File: src/rtl/matmul_pkg.sv
// Shared types and default widths for the matmul accelerator's APB initiator.
package matmul_pkg;

  typedef enum logic [1:0] {
    StIdle   = 2'd0,
    StSetup  = 2'd1,
    StAccess = 2'd2,
    StResp   = 2'd3
  } apb_mst_state_e;

  localparam int unsigned DefBusWidth  = 64;
  localparam int unsigned DefAddrWidth = 32;
  localparam int unsigned DefMaxWait   = 16;

endpackage

File: src/rtl/matmul_apb_master.sv
// APB initiator: turns a valid/ready command stream into single APB transfers and
// returns a response with read data, slave error and timeout status.
module matmul_apb_master
  import matmul_pkg::*;
#(
  parameter int unsigned BUS_WIDTH  = DefBusWidth,
  parameter int unsigned ADDR_WIDTH = DefAddrWidth,
  parameter int unsigned MAX_WAIT   = DefMaxWait,
  parameter int unsigned BUSY_GATE  = 1
) (
  input  logic                   clk_i,
  input  logic                   rst_i,
  input  logic                   cmd_valid_i,
  output logic                   cmd_ready_o,
  input  logic                   cmd_write_i,
  input  logic [ADDR_WIDTH-1:0]  cmd_addr_i,
  input  logic [BUS_WIDTH-1:0]   cmd_wdata_i,
  input  logic [BUS_WIDTH/8-1:0] cmd_strb_i,
  output logic                   rsp_valid_o,
  input  logic                   rsp_ready_i,
  output logic [BUS_WIDTH-1:0]   rsp_rdata_o,
  output logic                   rsp_err_o,
  output logic                   rsp_timeout_o,
  output logic                   psel_o,
  output logic                   penable_o,
  output logic                   pwrite_o,
  output logic [BUS_WIDTH/8-1:0] pstrb_o,
  output logic [BUS_WIDTH-1:0]   pwdata_o,
  output logic [ADDR_WIDTH-1:0]  paddr_o,
  input  logic                   pready_i,
  input  logic                   pslverr_i,
  input  logic [BUS_WIDTH-1:0]   prdata_i,
  input  logic                   busy_i
);

  localparam int unsigned StrbW = BUS_WIDTH / 8;
  localparam int unsigned WaitW = (MAX_WAIT > 0) ? $clog2(MAX_WAIT + 1) : 1;

  apb_mst_state_e r_state, w_state_next;

  logic [ADDR_WIDTH-1:0] r_addr;
  logic                  r_write;
  logic [BUS_WIDTH-1:0]  r_wdata;
  logic [StrbW-1:0]      r_strb;
  logic [BUS_WIDTH-1:0]  r_rdata;
  logic                  r_err;
  logic                  r_timeout;
  logic [WaitW-1:0]      r_wait_cnt;

  logic w_write_gated;
  logic w_accept;
  logic w_bus_active;
  logic w_timeout_hit;

  assign w_write_gated = (BUSY_GATE != 0) && busy_i && cmd_write_i;
  assign cmd_ready_o   = (r_state == StIdle) && !rst_i && !w_write_gated;
  assign w_accept      = cmd_valid_i && cmd_ready_o;
  assign w_bus_active  = (r_state == StSetup) || (r_state == StAccess);

  // Fires on the MAX_WAIT-th ACCESS cycle that sees pready_i low.
  assign w_timeout_hit = (MAX_WAIT != 0) &&
                         (({1'b0, r_wait_cnt} + 1'b1) == (WaitW + 1)'(MAX_WAIT));

  always_comb begin
    w_state_next = r_state;
    unique case (r_state)
      StIdle:   if (w_accept) w_state_next = StSetup;
      StSetup:  w_state_next = StAccess;
      StAccess: if (pready_i || w_timeout_hit) w_state_next = StResp;
      StResp:   if (rsp_ready_i) w_state_next = StIdle;
      default:  w_state_next = StIdle;
    endcase
  end

  always_ff @(posedge clk_i) begin
    if (rst_i) begin
      r_state    <= StIdle;
      r_addr     <= '0;
      r_write    <= 1'b0;
      r_wdata    <= '0;
      r_strb     <= '0;
      r_rdata    <= '0;
      r_err      <= 1'b0;
      r_timeout  <= 1'b0;
      r_wait_cnt <= '0;
    end else begin
      r_state <= w_state_next;
      unique case (r_state)
        StIdle: begin
          if (w_accept) begin
            r_addr     <= cmd_addr_i;
            r_write    <= cmd_write_i;
            r_wdata    <= cmd_write_i ? cmd_wdata_i : '0;
            r_strb     <= cmd_write_i ? cmd_strb_i : '0;
            r_rdata    <= '0;
            r_err      <= 1'b0;
            r_timeout  <= 1'b0;
            r_wait_cnt <= '0;
          end
        end
        StAccess: begin
          if (pready_i) begin
            r_rdata <= r_write ? '0 : prdata_i;
            r_err   <= pslverr_i;
          end else begin
            if (MAX_WAIT != 0) r_wait_cnt <= r_wait_cnt + 1'b1;
            if (w_timeout_hit) begin
              r_err     <= 1'b1;
              r_timeout <= 1'b1;
            end
          end
        end
        default: ;
      endcase
    end
  end

  assign psel_o        = w_bus_active;
  assign penable_o     = (r_state == StAccess);
  assign pwrite_o      = w_bus_active && r_write;
  assign paddr_o       = w_bus_active ? r_addr : '0;
  assign pwdata_o      = w_bus_active ? r_wdata : '0;
  assign pstrb_o       = w_bus_active ? r_strb : '0;
  assign rsp_valid_o   = (r_state == StResp);
  assign rsp_rdata_o   = rsp_valid_o ? r_rdata : '0;
  assign rsp_err_o     = rsp_valid_o && r_err;
  assign rsp_timeout_o = rsp_valid_o && r_timeout;

endmodule

File: config.mk
export PLATFORM = sky130hd
export DESIGN_NAME = matmul_apb_master
export DESIGN_NICKNAME = d
export VERILOG_FILES = /design/src/rtl/matmul_pkg.sv /design/src/rtl/matmul_apb_master.sv
export SDC_FILE = /design/constraint.sdc
export NUM_CORES = 1
export LEC_CHECK = 0
export CORE_MARGIN = 2
export CORE_UTILIZATION = 47
export DETAILED_ROUTE_END_ITERATION = 10
export GPL_ROUTABILITY_DRIVEN = 1
export PLACE_DENSITY_LB_ADDON = 0.25
export SLEW_MARGIN = 20
export SYNTH_ARGS = -nofsm -noshare
export SYNTH_HDL_FRONTEND = slang
export SYNTH_SLANG_ARGS = --single-unit
File: constraint.sdc
create_clock -name clk_i -period 3.5 [get_ports clk_i]
set_input_delay 0.7 -clock clk_i [delete_from_list [all_inputs] [get_ports clk_i]]
set_output_delay 0.7 -clock clk_i [all_outputs]
set_load 0.02 [all_outputs]
* After elaboration in Yosys (flattened, before gate mapping)
Cells that the tools add are included.
** Operators by class
- Add/subtract/negate cells :: 2
- $mul :: 0
- Divide/modulo/power cells :: 0
- Magnitude comparators :: 0
- Eq/ne operators :: 11
- Shift operators :: 0
- Muxes and demuxes :: 23
- Bitwise operators :: 0
- Reduce and logical (&&, ||, !) cells :: 19
** Operators by type and width (number)
- $mux 64 :: 6
- $pmux 64 s2 :: 1
- $mux 32 :: 1
- $mux 8 :: 2
- $reduce_and 3->1 :: 4
- $mux 5 :: 2
- $pmux 5 s2 :: 1
- $ne 2x1->1 const B :: 4
- $pmux 2 s4 :: 1
- $logic_and 1x1->1 :: 7
- $add 5x1->6 const B :: 1
- $eq 6x5->1 const B :: 1
- $mux 2 :: 3
- $add 5x1->5 const B :: 1
- $eq 2x2->1 const B :: 2
- $mux 1 :: 4
- $ne 2x2->1 const B :: 2
- $pmux 1 s2 :: 2
- $reduce_and 4->1 :: 1
- $ne 3x1->1 const B :: 1
- $eq 2x1->1 const B :: 1
- $logic_not 1->1 :: 2
- $logic_not 2->1 :: 1
- $logic_or 1x1->1 :: 2
- 2 further kinds :: 2
** Word-level totals
- Register bits after elaboration :: 178
- Bits in latches :: 0
- Memory bits (writable) :: 0
- Memory bits (read-only) :: 0
- Bits of input ports :: 176
- Output and inout bits :: 175
- Logic and storage cells :: 64
- Memories kept :: 0

* Longest topological paths before layout
Gate-level depths: netlist (run 1).
- Depth in word-level cells :: 6
- Depth in mapped cells :: 8
- Mapped depth without buffers :: 6

* Least setup slack after synthesis (run 1)
OpenSTA, ideal clock, no wires.
- Path type :: register to output
- From :: register r_state[1]
- To :: output paddr_o[17]
- Arrival time :: 1.599 ns
- Data required time :: 2.800 ns
- Slack :: 1.201 ns
- Stages on the path, launching flop included :: 6
- Buffers on the path :: 2
- Path through :: dfxtp_1 -> inv_1 -> ha_1 -> clkbuf_1 -> clkbuf_1 -> and2_1
** Between the ends
- Cells in the longest elaborated chain, start to end :: 3
- Elaborated cells between the ends (all ways) :: 4
- Those cells by class :: eq/ne (2); mux (1); reduce/logical (1)
** Ends and longest elaborated chain
- start, declared :: line matmul_apb_master.sv:39 : apb_mst_state_e r_state, w_state_next;
- start signal, assigned :: line matmul_apb_master.sv:77 : r_state <= StIdle;
- start signal, assigned :: line matmul_apb_master.sv:87 : r_state <= w_state_next;
- $eq 2x1->1 or $eq 2x2->1 (tied branches) :: line matmul_apb_master.sv:58 : assign w_bus_active = (r_state == StSetup) || (r_state == StAccess);
- $logic_or 1x1->1 * :: line matmul_apb_master.sv:58
- named net psel_o :: line matmul_apb_master.sv:24 : output logic psel_o,
- $mux 32 * :: line matmul_apb_master.sv:121 : assign paddr_o = w_bus_active ? r_addr : '0;
- end, declared :: line matmul_apb_master.sv:29 : output logic [ADDR_WIDTH-1:0] paddr_o,
Mark *: on every way through the listed nets, which the timed path passes. The rest lies on a longest branch.

* Worst setup path in the final report (run 1)
- From :: register r_state[1]
- To :: output paddr_o[24]
** Between the ends
- Cells in the longest elaborated chain, start to end :: 3
- Elaborated cells between the ends (all ways) :: 4
- Those cells by class :: eq/ne (2); mux (1); reduce/logical (1)
** Ends and longest elaborated chain (line)
- $eq 2x1->1 or $eq 2x2->1 (tied branches) :: matmul_apb_master.sv:58
- $logic_or 1x1->1 * :: matmul_apb_master.sv:58
- $mux 32 * :: matmul_apb_master.sv:121
Every way passes the cells marked *; elsewhere a longest branch is shown, timed or not.

==> impl_metrics.toml, run 1 <==
[synth]
ys_seq_area_share_pct = 42.78
ys_seq_elements = 178
ys_types = 41
synth.area.top_cells = "dfxtp_1 43%, and2_1 13%, nand2_1 9.2%"
avgSynthCellArea_um2 = 8.289
synth-edff-count = 0
synth_top_area_cell = "dfxtp_1"
synthArstFlopShare_pct = 0
ys_warn_count = 0
synth_top_area_share_pct = 42.78
synthFlopType = "dfxtp_1"
synth_nets = 1186
netlist_instances = 1005
syn_area_mm2 = 0.008330

[global_routing]
antenna_found_initial = 0
grt_pass1_vias = 7234
grt_overflow = 0
grt_max_degree = 104
grt_usage_pct = 24.76
grt_pass1_wl_um = 36760

[clocking]
cts.repair.resized = 0
cts_made_buffers = 17
clk_latency_ns = 0.43
cts.path.max_buffers = 2
cts_sinks = 178
cts.clk_slew.worst_paths_ns = 0.07
cts_tree = "yes"
cts_setup_buffers = 0
htree_levels = 4
cts_hold_buf = 0
cts-root-buf = "clkbuf_16"

[worst_setup_path]
max_stage_delay_ns = 0.63
crit_chain = "inv_1 -> ha_4 -> buf_12 -> and2_1 -> clkdlybuf4s50_1"
startpoint_type = "register"
crit_fanout = 81
endpoint_kind = "output port"
worstSetupPathType = "register to output port"
cp_slowest_cell = "clkdlybuf4s50_1"
worstPathRequired_ns = 2.80
reg2reg_slack_ns = 1.27
worstPathArrival_ns = 2.47
r2r_start = "r_state[0]"
crit_start = "r_state[1]"

[drt]
initialDrtViolationCount = 335
antenna_left = 0
dr.pass1.iters = 4
vias = 7782
drt-total-wl_um = 24120
avgRoutedWirePerCell_um = 15.58
via_per_inst = 5.027
post-route-drc-count = 0

[power_and_ir_drop]
pwr-share-comb_pct = 28.8
sw_frac_of_total_pct = 31.31
p_per_area_mw_per_mm2 = 458.1
pwr-share-clk_pct = 32.0
power_uw = 5713
power.leakage_uw = 0.004515
p_switching_uw = 1789
peakVddDrop_mv = 0.4251
p_seq_share_pct = 39.2
p_int_uw = 3924

[finish]
fillers = 1381
syn2layout_area_growth_pct = 49.72
drive_gt1_share_pct = 4.384
fin_area_mm2 = 0.01247
nets = 1491
n_antenna_cell = 0

[flow_run]
drv_cap = 0

[floorplan]
rows = 48
io_pins = 351
fp.coreArea_mm2 = 0.01730
die_w_um = 137.1
start_util_pct = 48.16
dieArea_mm2 = 0.01881
die_h_um = 137.1

[place]
placed_cell_area_mm2 = 0.01190
gp_congestion = 0.8177
pre_cts_slack_ns = 0.6020
place_hpwl_um = 16390
port_buffers = 350

[sta]
clock.fmax_mhz = 315.1
skew_ns = 0.01055
maxSlewHeadroom_pct = 39.38
finalSetupViolCount = 0
timing.final.max_slew_violations = 0
hold_ws_ns = 0.4475
worst_slack_ns = 0.3264
fin_setup_tns_ns = 0
hold_violations = 0
period_share_pct = 90.67
tightestPinTransition_ns = 0.9094
grt_setup_unrepaired = "no"
fin_crit_ns = 3.174

[status]
run_status = "completed"

[min_path]
hold_path.class = "register to register"
worstHoldStart = "r_wdata[59]"
## sequential cells by signal, summed over array words and instances, names as in the netlist
name,count
r_wait_cnt,5
r_state,2
r_strb,8
r_timeout,1
r_write,1
r_rdata,64
r_addr,32
r_err,1
r_wdata,64
## cells by family after synthesis
| family | Yosys count | synth area share (%) |
|---|---|---|
| AND/OR/NAND/NOR | 570 | 36.06 |
| AO/OA/AOI/OAI | 99 | 6.744 |
| adder cells (fa/ha/maj) | 5 | 0.7510 |
| multiplexers | 66 | 7.930 |
| buffers and inverters | 87 | 5.737 |
| flip-flops | 178 | 42.78 |
## power by group through the flow
stage	Combinational [uW]	Clock, uW	Sequential (uW)
finish	1640	1830	2240
floorplan	1060	0	2260
detailed placement	1630	0	2280
global route	1760	1950	2250
CTS	1630	1880	2240
global placement	1620	0	2280
## placed cells by master, fill, tap and decap left out, types with 2 or more instances in the layout
cell type and instances:
clkinvlp_4 4, and2_1 174, mux2i_1 66, a2bb2oi_1 2
ha_1 4, a21oi_1 80, inv_1 5, nor2b_1 2
buf_4 10, dfxtp_1 178, clkbuf_16 17, inv_6 2
o21ai_0 2, nand2b_1 71, buf_12 8, or3_1 2
clkbuf_8 2, o21ai_1 2, nor2_1 3, clkinv_2 2
nand3b_1 32, clkdlybuf4s50_1 348, nand3_1 75, clkbuf_1 2
nand2_1 204, clkinv_4 2
## final timing paths
| kind | to | cells after the start |
|---|---|---|
| max | paddr_o[24] | 5 |
| max reg2reg | r_rdata[47] | 7 |
| min reg2reg | r_wdata[59] | 2 |
| min | r_wdata[59] | 2 |
## layer usage
metal	up-vias	routed length (um)	track usage, %
met5	-	0	0
met4	0	702	9.966
met3	48	2401	9.037
met2	283	11500	40.91
met1	3585	9516	29.11
li1	3866	-	-
## area by class of cell
cell class                      count  area (um2)  share of cell area, %
Tap cell                          225       281.5                  2.257
Clock buffer                       21       460.4                  3.692
Multi-Input combinational cell    740        4315                  34.60
Inverter                            6       22.52                 0.1806
Sequential cell                   178        3563                  28.57
Timing Repair Buffer              367        3724                  29.86
Clock inverter                     11       105.1                 0.8427
## per-stage QoR
stage | instances | utilization, %
after global placement | 1516 | 68.78
after floorplan | 1005 | -
after global routing | 1548 | 72.11
final | 1548 | 72.11
after CTS | 1548 | 72.05
after detailed placement | 1516 | 68.78
## Yosys cell counts, types with 2 or more instances
cell / number
nor2b_1: 2
nand2b_1: 71
ha_1: 5
buf_12: 7
nand3_1: 75
and2_1: 174
buf_2: 21
mux2i_1: 66
o21ai_0: 2
nand2_1: 205
clkbuf_1: 49
dfxtp_1: 178
o21ai_1: 2
a21oi_1: 80
a2bb2oi_1: 2
buf_4: 3
inv_1: 5
or3_1: 2
nand3b_1: 32
nor2_1: 3
## critical path: cells and delay by family, from the launching register on
| kind | cells | cell delay [ns] |
|---|---|---|
| AND/OR/NAND/NOR | 1 | 0.18 |
| adder cells (fa/ha/maj) | 1 | 0.42 |
| buffers and inverters | 3 | 1.04 |
| flip-flops | 1 | 0.38 |
(Power assumes the default switching activity.)
==> inputs of run 2 (changes only) <==
CORE_ASPECT_RATIO = 0.9   (was default)
GPL_ROUTABILITY_DRIVEN = default   (was 1)
==> run 2 against run 1 <==
First-iteration DRC count increased by 12%; critical path depth stayed put; die area is essentially flat.
==> impl_metrics.toml, run 2 (same netlist as run 1, synthesis figures left out) <==
[status]
run_status = "completed"

[clocking]
cts_made_buffers = 17
cts_setup_buffers = 0
cts_hold_buf = 0
clk_latency_ns = 0.42
cts_tree = "yes"
cts_sinks = 178
htree_levels = 4
cts.repair.resized = 0
cts.clk_slew.worst_paths_ns = 0.06
cts.path.max_buffers = 2
cts-root-buf = "clkbuf_16"

[sta]
tightestPinTransition_ns = 0.8133
finalSetupViolCount = 0
hold_violations = 0
skew_ns = 0.01421
clock.fmax_mhz = 322.1
timing.final.max_slew_violations = 0
fin_crit_ns = 3.105
maxSlewHeadroom_pct = 45.78
fin_setup_tns_ns = 0
grt_setup_unrepaired = "no"
period_share_pct = 88.72

[worst_setup_path]
max_stage_delay_ns = 0.64
endpoint_kind = "output port"
startpoint_type = "register"
worstSetupPathType = "register to output port"
worstPathArrival_ns = 2.41
worstPathRequired_ns = 2.80
cp_slowest_cell = "clkdlybuf4s50_1"
crit_family = "buffers and inverters"
cp_num_buf_inv = 3
crit_fanout = 107
crit_chain = "inv_1 -> ha_2 -> buf_12 -> and2_1 -> clkdlybuf4s50_1"

[drt]
avgRoutedWirePerCell_um = 15.48
dr.pass1.iters = 5
initialDrtViolationCount = 376
antenna_left = 0
post-route-drc-count = 0
drt-total-wl_um = 24100
via_per_inst = 4.968
vias = 7735

[finish]
n_antenna_cell = 0
syn2layout_area_growth_pct = 49.50
top_regs = "r_rdata: 64 flops, r_wdata: 64 flops, r_addr: 32 flops"
mostFrequentLayoutCells = "348 x clkdlybuf4s50_1, 204 x nand2_1, 178 x dfxtp_1"
final_common_cell = "clkdlybuf4s50_1"
drive_gt1_share_pct = 3.948
nets = 1485

[floorplan]
start_util_pct = 47.61
dieArea_mm2 = 0.01881
die_h_um = 130.3
rows = 46
fp.coreArea_mm2 = 0.01750
io_pins = 351
die_w_um = 144.3

[global_routing]
grt_pass1_vias = 7348
grt_usage_pct = 24.43
grt_pass1_wl_um = 36590
grt_max_degree = 157
antenna_found_initial = 0
grt_overflow = 0

[power_and_ir_drop]
power.leakage_uw = 0.004501
p_per_area_mw_per_mm2 = 468.9
power_uw = 5840
peakVddDrop_mv = 0.3919

[min_path]
hold_path.class = "register to register"

[place]
gp_congestion = 0.8124
place_hpwl_um = 15730
port_buffers = 350

[flow_run]
drv_cap = 0
## run 2: changes by cell type in the layout (fill, tap and decap cells not counted)
| cell | previous run | this run |
|---|---|---|
| buf_4 | 10 | 7 |
| bufinv_16 | 1 | 3 |
| clkbuf_8 | 2 | 3 |
| ha_4 | 1 | 0 |
| inv_6 | 2 | 3 |
| clkinv_4 | 2 | 1 |
| clkinvlp_4 | 4 | 3 |
| buf_12 | 8 | 5 |
| clkinv_2 | 2 | 0 |
| ha_2 | 0 | 1 |
## run 2: path summary, 6_finish.rpt
check / startpoint / endpoint / slack, ns / cells after the start
worst max-delay path: r_state[1] / pwdata_o[63] / 0.39 / 5
worst max register to register: r_state[0] / r_rdata[55] / 1.34 / 7
worst min register to register: r_wdata[42] / r_wdata[42] / 0.45 / 2
worst min-delay path: r_wdata[42] / r_wdata[42] / 0.45 / 2
## run 2: power breakdown
group / internal (uW) / switching, uW / leakage (uW)
Sequential: 2160 / 68.3 / 0.00144
Combinational: 689 / 911 / 0.00277
Clock: 1190 / 815 / 0.000294
Total: 4040 / 1790 / 0.00450
## run 2: worst min-delay path: cells and delay by family (launching register included)
| kind | cells | cell delay (ns) |
|---|---|---|
| flip-flops | 1 | 0.30 |
| AO/OA/AOI/OAI | 1 | 0.05 |
| AND/OR/NAND/NOR | 1 | 0.05 |
## run 2: layout make-up
| class | count | area (um2) |
|---|---|---|
| Tap cell | 240 | 300.3 |
| Sequential cell | 178 | 3563 |
| Multi-Input combinational cell | 740 | 4305 |
| Timing Repair Buffer | 361 | 3641 |
| Clock buffer | 22 | 474.2 |
| Inverter | 6 | 22.52 |
| Clock inverter | 10 | 147.6 |
| Fill cell | 1407 | 5042 |
## run 2: metrics by stage
stage                     instances  instance area (um2)  utilization [%]  hold slack (ns)  setup slack [ns]
after detailed placement       1525                11830            67.63           0.4400            0.6189
after CTS                      1557                12450            71.18           0.4481            0.3820
final                          1557                12450            71.18           0.4450            0.3950
after global placement         1525                11830            67.63           0.4332            0.6343
after floorplan                1005                 8330                -           0.4273             1.201
after global routing           1557                12450            71.18           0.4624            0.2469
## run 2: metal layers
metal  GRT usage, %  wire (um)  part of all wire (%)
met1          28.42       9589                    40
met2          41.68      11740                    49
met3          9.468       2287                   9.5
met4          7.710        489                   2.0
met5              0          0                     0
